**src/rtl/ram_bus_arbiter_if.sv**
```systemverilog
// Signal bundle around the RAM bus arbiter. It carries the loader handshake,
// the Z80 bus-request pair, the CPU-side RAM signals and the RAM port.
interface ram_bus_arbiter_if #(
  parameter int ADDR_W = 14
);
  logic              ld_req;
  logic              ld_we;
  logic [ADDR_W-1:0] ld_addr;
  logic [7:0]        ld_wdata;
  logic              ld_ack;
  logic [7:0]        ld_rdata;
  logic              ld_err;
  logic              nBUSRQ;
  logic              nBUSACK;
  logic              bus_owner;
  logic [ADDR_W-1:0] cpu_addr;
  logic [7:0]        cpu_wdata;
  logic              cpu_wren;
  logic [ADDR_W-1:0] ram_address;
  logic [7:0]        ram_data;
  logic              ram_wren;
  logic [7:0]        ram_q;

  // Arbiter side: it serves the loader and drives the RAM port.
  modport slave (
    input  ld_req, ld_we, ld_addr, ld_wdata, nBUSACK,
    input  cpu_addr, cpu_wdata, cpu_wren, ram_q,
    output ld_ack, ld_rdata, ld_err, nBUSRQ, bus_owner,
    output ram_address, ram_data, ram_wren
  );

  // Environment side: loader, CPU glue and RAM.
  modport master (
    output ld_req, ld_we, ld_addr, ld_wdata, nBUSACK,
    output cpu_addr, cpu_wdata, cpu_wren, ram_q,
    input  ld_ack, ld_rdata, ld_err, nBUSRQ, bus_owner,
    input  ram_address, ram_data, ram_wren
  );
endinterface

```
**src/rtl/ram_bus_arbiter.sv**
```systemverilog
// Shares the 16K synchronous RAM between the A-Z80 CPU and a loader/debug
// master. Bus ownership is obtained through nBUSRQ/nBUSACK. Once the bus is
// granted, loader accesses are performed one at a time. The bus is handed back
// to the CPU after HOLD_CYCLES idle cycles.
module ram_bus_arbiter #(
  parameter int ADDR_W      = 14,
  parameter int HOLD_CYCLES = 4,
  parameter int ACK_TIMEOUT = 255
) (
  input  logic             clk,
  input  logic             reset,
  ram_bus_arbiter_if.slave bus
);

  localparam int CNT_MAX = (ACK_TIMEOUT > HOLD_CYCLES) ? ACK_TIMEOUT : HOLD_CYCLES;
  localparam int CNT_W   = $clog2(CNT_MAX + 1);
  localparam logic [CNT_W-1:0] ACK_LAST  = CNT_W'(ACK_TIMEOUT - 1);
  localparam logic [CNT_W-1:0] HOLD_LAST = CNT_W'(HOLD_CYCLES - 1);

  typedef enum logic [2:0] {
    IDLE,
    REQ,
    GRANT,
    WRITE,
    READ_A,
    READ_D,
    RELEASE
  } arbState;

  arbState           state;
  arbState           nextState;
  logic [CNT_W-1:0]  count;
  logic [ADDR_W-1:0] heldAddr;
  logic [7:0]        heldData;
  logic              heldWren;
  logic [7:0]        rdata;
  logic              ackPulse;
  logic              errPulse;
  logic              countInc;
  logic              acceptWrite;
  logic              acceptRead;
  logic              setAck;
  logic              setErr;
  logic              captureRead;
  logic              ownsBus;

  // State register.
  // NOTE: sequential logic uses non-blocking assignments so every flop samples pre-edge values.
  always_ff @(posedge clk) begin
    if (!reset) state <= IDLE;
    else        state <= nextState;
  end

  // Shared REQ-timeout / GRANT-idle counter: saturating, cleared on every state entry.
  always_ff @(posedge clk) begin
    if (!reset)                                count <= '0;
    else if (nextState != state)               count <= '0;
    else if (countInc && (count != {CNT_W{1'b1}})) count <= count + 1'b1;
  end

  // Loader access registers, acknowledge/error pulses and read-data capture.
  always_ff @(posedge clk) begin
    if (!reset) begin
      heldAddr <= '0;
      heldData <= '0;
      heldWren <= 1'b0;
      rdata    <= '0;
      ackPulse <= 1'b0;
      errPulse <= 1'b0;
    end else begin
      heldWren <= acceptWrite;
      ackPulse <= setAck;
      errPulse <= setErr;
      if (acceptWrite || acceptRead) heldAddr <= bus.ld_addr;
      if (acceptWrite)               heldData <= bus.ld_wdata;
      if (captureRead)               rdata    <= bus.ram_q;
    end
  end

  // Next-state and control decode. Losing nBUSACK while the bus is owned takes priority.
  // NOTE: every output of this block gets a default first, so no path can infer a latch.
  always_comb begin
    nextState   = state;
    countInc    = 1'b0;
    acceptWrite = 1'b0;
    acceptRead  = 1'b0;
    setAck      = 1'b0;
    setErr      = 1'b0;
    captureRead = 1'b0;
    case (state)
      IDLE: begin
        if (bus.ld_req) nextState = REQ;
      end
      REQ: begin
        if (!bus.nBUSACK) begin
          nextState = GRANT;
        end else if (count == ACK_LAST) begin
          nextState = RELEASE;
          setErr    = 1'b1;
        end else begin
          countInc = 1'b1;
        end
      end
      GRANT: begin
        if (bus.nBUSACK) begin
          nextState = IDLE;
          setErr    = 1'b1;
        end else if (!ackPulse) begin
          // The loader still holds ld_req during the ack cycle, so requests are only taken after it.
          if (bus.ld_req && bus.ld_we) begin
            nextState   = WRITE;
            acceptWrite = 1'b1;
          end else if (bus.ld_req) begin
            nextState  = READ_A;
            acceptRead = 1'b1;
          end else if (count == HOLD_LAST) begin
            nextState = RELEASE;
          end else begin
            countInc = 1'b1;
          end
        end
      end
      WRITE: begin
        if (bus.nBUSACK) begin
          nextState = IDLE;
          setErr    = 1'b1;
        end else begin
          nextState = GRANT;
          setAck    = 1'b1;
        end
      end
      READ_A: begin
        if (bus.nBUSACK) begin
          nextState = IDLE;
          setErr    = 1'b1;
        end else begin
          nextState = READ_D;
        end
      end
      READ_D: begin
        if (bus.nBUSACK) begin
          nextState = IDLE;
          setErr    = 1'b1;
        end else begin
          nextState   = GRANT;
          setAck      = 1'b1;
          captureRead = 1'b1;
        end
      end
      RELEASE: begin
        if (bus.nBUSACK) nextState = IDLE;
      end
      default: nextState = IDLE;
    endcase
  end

  assign ownsBus = (state == GRANT) || (state == WRITE) ||
                   (state == READ_A) || (state == READ_D);

  // Holding reset low forces CPU pass-through at once, so an in-flight loader write never lands.
  assign bus.bus_owner = reset & ownsBus;
  assign bus.nBUSRQ    = ~(reset & (ownsBus | (state == REQ)));

  assign bus.ram_address = bus.bus_owner ? heldAddr : bus.cpu_addr;
  assign bus.ram_data    = bus.bus_owner ? heldData : bus.cpu_wdata;
  assign bus.ram_wren    = bus.bus_owner ? heldWren : bus.cpu_wren;

  assign bus.ld_ack   = ackPulse;
  assign bus.ld_err   = errPulse;
  assign bus.ld_rdata = rdata;

endmodule

```
**src/flat_wrapper.sv**
```systemverilog
// flat-port wrapper written by rule: the top's interface ports become plain ports
module ram_bus_arbiter_flat 
#(
  parameter int ADDR_W      = 14,
  parameter int HOLD_CYCLES = 4,
  parameter int ACK_TIMEOUT = 255
)
  (clk, reset, bus_ld_req, bus_ld_we, bus_ld_addr, bus_ld_wdata, bus_nBUSACK, bus_cpu_addr, bus_cpu_wdata, bus_cpu_wren, bus_ram_q, bus_ld_ack, bus_ld_rdata, bus_ld_err, bus_nBUSRQ, bus_bus_owner, bus_ram_address, bus_ram_data, bus_ram_wren);
  ram_bus_arbiter_if #(.ADDR_W(ADDR_W)) bus_i ();
  input  logic clk;
  input  logic reset;
  input wire logic [$bits(bus_i.ld_req)-1:0] bus_ld_req;
  input wire logic [$bits(bus_i.ld_we)-1:0] bus_ld_we;
  input wire logic [$bits(bus_i.ld_addr)-1:0] bus_ld_addr;
  input wire logic [$bits(bus_i.ld_wdata)-1:0] bus_ld_wdata;
  input wire logic [$bits(bus_i.nBUSACK)-1:0] bus_nBUSACK;
  input wire logic [$bits(bus_i.cpu_addr)-1:0] bus_cpu_addr;
  input wire logic [$bits(bus_i.cpu_wdata)-1:0] bus_cpu_wdata;
  input wire logic [$bits(bus_i.cpu_wren)-1:0] bus_cpu_wren;
  input wire logic [$bits(bus_i.ram_q)-1:0] bus_ram_q;
  output wire logic [$bits(bus_i.ld_ack)-1:0] bus_ld_ack;
  output wire logic [$bits(bus_i.ld_rdata)-1:0] bus_ld_rdata;
  output wire logic [$bits(bus_i.ld_err)-1:0] bus_ld_err;
  output wire logic [$bits(bus_i.nBUSRQ)-1:0] bus_nBUSRQ;
  output wire logic [$bits(bus_i.bus_owner)-1:0] bus_bus_owner;
  output wire logic [$bits(bus_i.ram_address)-1:0] bus_ram_address;
  output wire logic [$bits(bus_i.ram_data)-1:0] bus_ram_data;
  output wire logic [$bits(bus_i.ram_wren)-1:0] bus_ram_wren;
  assign bus_i.ld_req = bus_ld_req;
  assign bus_i.ld_we = bus_ld_we;
  assign bus_i.ld_addr = bus_ld_addr;
  assign bus_i.ld_wdata = bus_ld_wdata;
  assign bus_i.nBUSACK = bus_nBUSACK;
  assign bus_i.cpu_addr = bus_cpu_addr;
  assign bus_i.cpu_wdata = bus_cpu_wdata;
  assign bus_i.cpu_wren = bus_cpu_wren;
  assign bus_i.ram_q = bus_ram_q;
  assign bus_ld_ack = bus_i.ld_ack;
  assign bus_ld_rdata = bus_i.ld_rdata;
  assign bus_ld_err = bus_i.ld_err;
  assign bus_nBUSRQ = bus_i.nBUSRQ;
  assign bus_bus_owner = bus_i.bus_owner;
  assign bus_ram_address = bus_i.ram_address;
  assign bus_ram_data = bus_i.ram_data;
  assign bus_ram_wren = bus_i.ram_wren;
  ram_bus_arbiter #(.ADDR_W(ADDR_W), .HOLD_CYCLES(HOLD_CYCLES), .ACK_TIMEOUT(ACK_TIMEOUT)) u_core (.clk(clk), .reset(reset), .bus(bus_i));
endmodule
```
**config.mk**
```make
export PLATFORM = sky130hd
export DESIGN_NAME = ram_bus_arbiter_flat
export DESIGN_NICKNAME = d
export VERILOG_FILES = /design/src/rtl/ram_bus_arbiter_if.sv /design/src/rtl/ram_bus_arbiter.sv /design/src/flat_wrapper.sv
export SDC_FILE = /design/constraint.sdc
export NUM_CORES = 1
export LEC_CHECK = 0
export BUFFER_PORTS_ARGS = -buffer_cell sky130_fd_sc_hd__buf_2
export CORE_MARGIN = 8
export CORE_UTILIZATION = 35
export DETAILED_ROUTE_END_ITERATION = 10
export SLEW_MARGIN = 20
export SYNTH_ARGS = -nofsm -noshare
export SYNTH_HDL_FRONTEND = slang
export SYNTH_SLANG_ARGS = --single-unit
```
**constraint.sdc**
```tcl
create_clock -name clk -period 2.07 [get_ports clk]
set_input_delay 0.414 -clock clk [delete_from_list [all_inputs] [get_ports clk]]
set_output_delay 0.414 -clock clk [all_outputs]
set_load 0.02 [all_outputs]
```
### Yosys cells after proc, flatten, opt, wreduce, memory -nomap -nowiden

Index checks and enable logic that the tools add are counted.

| word-level totals | value |
|---|---|
| flip-flop bits (word level) | 44 |
| output and inout bits | 35 |
| input bits | 58 |
| word-level logic and storage cells | 73 |

| cells by class | value |
|---|---|
| add/sub/neg operators | 1 |
| reductions and logical operators | 11 |
| bitwise operators | 5 |
| equality and inequality tests | 10 |
| muxes and demuxes | 38 |

Operator list:

| kind | count |
|---|---|
| $mux 3 | 10 |
| $mux 1 | 22 |
| $pmux 3 s6 | 1 |
| $mux 14 | 1 |
| $eq 3x3->1 const B | 3 |
| $add 8x1->8 const B | 1 |
| $eq 8x2->1 const B | 1 |
| $eq 8x8->1 const B | 1 |
| $mux 8 | 1 |
| $ne 8x8->1 const B | 1 |
| $eq 3x2->1 const B | 2 |
| $logic_or 1x1->1 | 4 |
| $pmux 1 s2 | 2 |
| $reduce_or 2->1 | 2 |
| $reduce_or 4->1 | 1 |
| $eq 3x1->1 const B | 1 |
| $logic_not 3->1 | 1 |
| $ne 3x3->1 | 1 |
| $and 1x1->1 | 2 |
| $logic_and 1x1->1 | 2 |
| $mux 2 | 1 |
| $not 1->1 | 2 |
| $reduce_and 2->1 | 1 |
| $or 1x1->1 | 1 |

### Depth between registers and ports, before layout

| depth | value |
|---|---|
| depth in word-level cells | 9 |
| mapped depth | 8 |
| gate-level depth less buffers | 7 |

### Worst setup path before layout

OpenSTA, ideal clock, no wires.

| timing path | value |
|---|---|
| kind | input to register |
| start point | input port bus_nBUSACK |
| end point | register u_core.count[6] |
| arrival time | 2.159 ns |
| path buffers | 1 |
| setup time | 0.075 ns |
| stages | 6 |
| required time | 1.995 ns |
| slack | -0.164 ns |
| cells stage by stage | or4b_4 -> a2111o_1 -> and2_1 -> buf_6 -> or4_1 -> a21oi_1 |

| on the way | value |
|---|---|
| word-level cells in the longest chain between the ends | 4 |
| elaborated cells on any way between the ends | 12 |
| classes of those cells | 1 x eq/ne; 9 x mux; 2 x reduce/logical |

Ends and longest elaborated chain:

| element | RTL line | RTL |
|---|---|---|
| from (decl) | flat_wrapper.sv:16 | `input wire logic [$bits(bus_i.nBUSACK)-1:0] bus_nBUSACK;` |
| $mux 3, or another cell as far along | ram_bus_arbiter.sv:151 | `if (bus.nBUSACK) nextState = IDLE;` |
| $pmux 3 s6 | ram_bus_arbiter.sv:90 | `case (state)` |
| $ne 3x3->1 | ram_bus_arbiter.sv:57 | `else if (nextState != state) count <= '0;` |
| $reduce_or 2->1 (no line) | -- |  |
| to (signal assigned) | ram_bus_arbiter.sv:58 | `else if (countInc && (count != {CNT_W{1'b1}})) count <= count + 1'b1;` |
| to (decl) | ram_bus_arbiter.sv:32 | `logic [CNT_W-1:0] count;` |

Parallel ways exist; a longest one is shown, timed or not.
A chain may end at the register's enable or synchronous reset.

### Worst setup path after layout

| timing path | value |
|---|---|
| start point | register u_core.state[2] |
| end point | register u_core.count[7] |

| on the way | value |
|---|---|
| word-level cells in the longest chain between the ends | 8 |
| elaborated cells on any way between the ends | 22 |
| classes of those cells | 7 x eq/ne; 11 x mux; 4 x reduce/logical |

Ends and longest elaborated chain:

| element | RTL line | RTL |
|---|---|---|
| from (decl) | ram_bus_arbiter.sv:30 | `arbState state;` |
| from (signal assigned) | ram_bus_arbiter.sv:51 | `else state <= nextState;` |
| $mux 3 | ram_bus_arbiter.sv:116 | `end else if (count == HOLD_LAST) begin` |
| $mux 3 | ram_bus_arbiter.sv:113 | `end else if (bus.ld_req) begin` |
| $mux 3 | ram_bus_arbiter.sv:110 | `if (bus.ld_req && bus.ld_we) begin` |
| $mux 3 | ram_bus_arbiter.sv:108 | `end else if (!ackPulse) begin` |
| $mux 3 | ram_bus_arbiter.sv:105 | `if (bus.nBUSACK) begin` |
| $pmux 3 s6 | ram_bus_arbiter.sv:90 |  |
| $ne 3x3->1 | ram_bus_arbiter.sv:57 |  |
| $reduce_or 2->1 (no line) | -- |  |

Parallel ways exist; a longest one is shown, timed or not.

==> results.cfg <==
[outcome]
status = finished, final reports clean

[floorplanning]
ios = 93
die-height_um = 94.3
num_rows = 28
dieArea_um2 = 8890
coreArea_um2 = 5920
die_w_um = 94.3
initial_core_util = 0.362

[sta]
post-route-period-util = 0.997
finClkSkew_ps = 4.31
max_freq_ghz = 0.485
setup_viol = 0
finalHoldViolCount = 0
fin_crit_ps = 2060
hold_slack_ps = 344
grt_setup_unrepaired = true
maxSlewHeadroom = 0.366
finalSetupTns_ps = 0
drv_slew = 0
tightest_slew_ps = 945

[setup_path]
path_max_fanout = 6
worst-setup-path-type = reg -> reg
r2r_cells = 5
timing.rr.end = u_core.count[7]$_SDFFE_PP0P_
r2r_start = u_core.state[2]$_SDFF_PN0_
cp_num_buf_inv = 0
crit_chain = or4b_4 -> a2111o_1 -> and2_4 -> or4_1 -> a21oi_2
crit_slowest_cell = or4b_4
cp.arrival_ps = 2300
crit_end = u_core.count[7]$_SDFFE_PP0P_
rrSetupSlack_ps = 7
cp_top_family = simple AND/OR/NAND/NOR gates
crit_required_ps = 2310
crit_start = u_core.state[2]$_SDFF_PN0_
max_stage_delay_ps = 530
cp-start-kind = flip-flop
end_kind = flip-flop
crit_cells = 5

[pwr]
leakagePower_nw = 1.34
combPwrFrac = 0.160
clock_power_share = 0.382
total_power_mw = 1.88
powerDensity_nw_per_um2 = 626
power_switching_mw = 0.464
p_sw_frac = 0.247
p_int_mw = 1.41
peakVddDrop_uv = 342
seqPwrFrac = 0.458

[drt]
drt_iter0_markers = 130
dr.pass1.iters = 4
drt-total-wl_um = 6380
drc = 0
viasPerCell = 4.89
wl_per_cell_um = 13.2
ant_nets = 0
num_vias = 2367

[clocking]
cts_max_level = 2
cts_buffer_depth = 2
path_clk_slew_ps = 80
clock_sinks = 44
clock_latency_ps = 300
clockRootBuffer = clkbuf_8
cts_made_buffers = 5
hold_buffers = 0
cts_tree = yes

[synthesis]
yosys.area.top_type = dfxtp_1
netlist_instances = 302
yosysUniqueCellTypes = 38
yosys.area.top_type_share = 0.411
ys.flop_type = dfxtp_1
synth_fp_nets = 362
postSynth.asyncResetShare = 0
synth.avg_cell_area_um2 = 7.10
yosysSeqAreaShare = 0.411
yosys_warnings = 0
synth_edf_count = 0
syn_area_um2 = 2140
synth_seq_cells = 44
synthTopCellsByArea = dfxtp_1, nand2_1, a21oi_1

[grt]
grt_max_degree = 35
grt_pass1_wl_um = 10200
track_usage = 0.140
grt_pass1_vias = 2255
grt_overflow = 0
antenna_found_initial = 0

[layout]
fin_util = 0.507
drive_gt1_frac = 0.328
layout_common_cells = nand2_1, buf_2, dfxtp_1
syn_to_final_growth_pct = 39.8
final_nets = 468
antenna_cells = 0
layout_commonest_cell = nand2_1

[placed_design]
gp_congestion = 0.835
hpwl_um = 4720
port-buffer-count = 92

[worst_hold_path]
hp-class = in -> reg
min-delay-start = bus_ld_addr[4]

[job]
drv_cap = 0
-- metal layers --
layer  global-route usage  vias up  share of wire
li1                     -     1222              -
met1                0.170     1064           0.45
met2                0.221       76           0.45
met3               0.0552        5          0.088
met4               0.0436        0          0.010
met5                    0        -              0
-- repair_timing --
item                                    CTS  global route
pin swaps                                 0             3
resized for setup                         0            14
buffers inserted                          0             1
endpoints found under the setup margin    1            29
cloned                                    0             1
-- cell type report --
cell class	count	area, µm²
Clock buffer	7	96.3
Clock inverter	1	30.0
Fill cell	615	2920
Inverter	5	18.8
Multi-Input combinational cell	238	1200
Sequential cell	44	882
Tap cell	75	93.8
Timing Repair Buffer	114	676
-- worst min-delay path, delay by kind of cell --
kind	cells	cell delay, ps
buffers and inverters	1	90
AO/OA/AOI/OAI	1	50
AND/OR/NAND/NOR	1	40
-- Yosys cell counts (2+ instances only) --
cell type	n
a21oi_1	35
clkbuf_1	12
dfxtp_1	44
ha_1	2
inv_1	4
mux2i_1	8
nand2_1	120
nand2b_1	5
nand3_1	8
nand4_1	3
nor2_1	17
nor3_1	4
nor3b_1	2
o21ai_0	6
o31ai_1	4
or3_1	3
or3b_2	2
or4_1	3
-- power groups by stage --
stage | Clock [mW] | Combinational, mW | Sequential [mW]
after floorplan | 0 | 0.156 | 0.881
after global placement | 0 | 0.288 | 0.880
after detailed placement | 0 | 0.290 | 0.881
after CTS | 0.737 | 0.291 | 0.861
after global routing | 0.778 | 0.329 | 0.862
final | 0.717 | 0.300 | 0.861
-- worst min-delay path by stage --
stage	to	cells after the start
CTS	u_core.heldAddr[8]$_SDFFE_PN0P_	3
finish	u_core.heldAddr[4]$_SDFFE_PN0P_	3
detailed placement	u_core.heldData[2]$_SDFFE_PN0P_	2
floorplan	u_core.heldAddr[0]$_SDFFE_PN0P_	2
global placement	u_core.heldAddr[10]$_SDFFE_PN0P_	2
global route	u_core.heldAddr[10]$_SDFFE_PN0P_	3
-- state kept, by name, summed over array words and instances (netlist names) --
name and flops:
u_core.heldAddr 14, u_core.count 8, u_core.state 3, u_core.bus.ld_rdata 8
u_core.heldWren 1, u_core.bus.ld_ack 1, u_core.heldData 8, u_core.bus.ld_err 1
-- logic make-up after synthesis --
logic type,count (synthesis),share of synthesized area
xor gates and xnor gates,1,0.00408
adders and majority gates,2,0.0117
and+or+nand+nor,175,0.359
AOI/OAI and AO/OA,52,0.137
buffers and inverters,20,0.0403
muxes,8,0.0373
DFF,44,0.411
-- through the flow --
step                cells  cell area, µm²  worst slack, ps
floorplan             302            2150             -153
global placement      474            2800             -123
detailed placement    474            2800             -154
CTS                   482            2930            -2.40
global route          484            3000            -76.9
finish                484            3000             6.91
(Power assumes the default switching activity.)
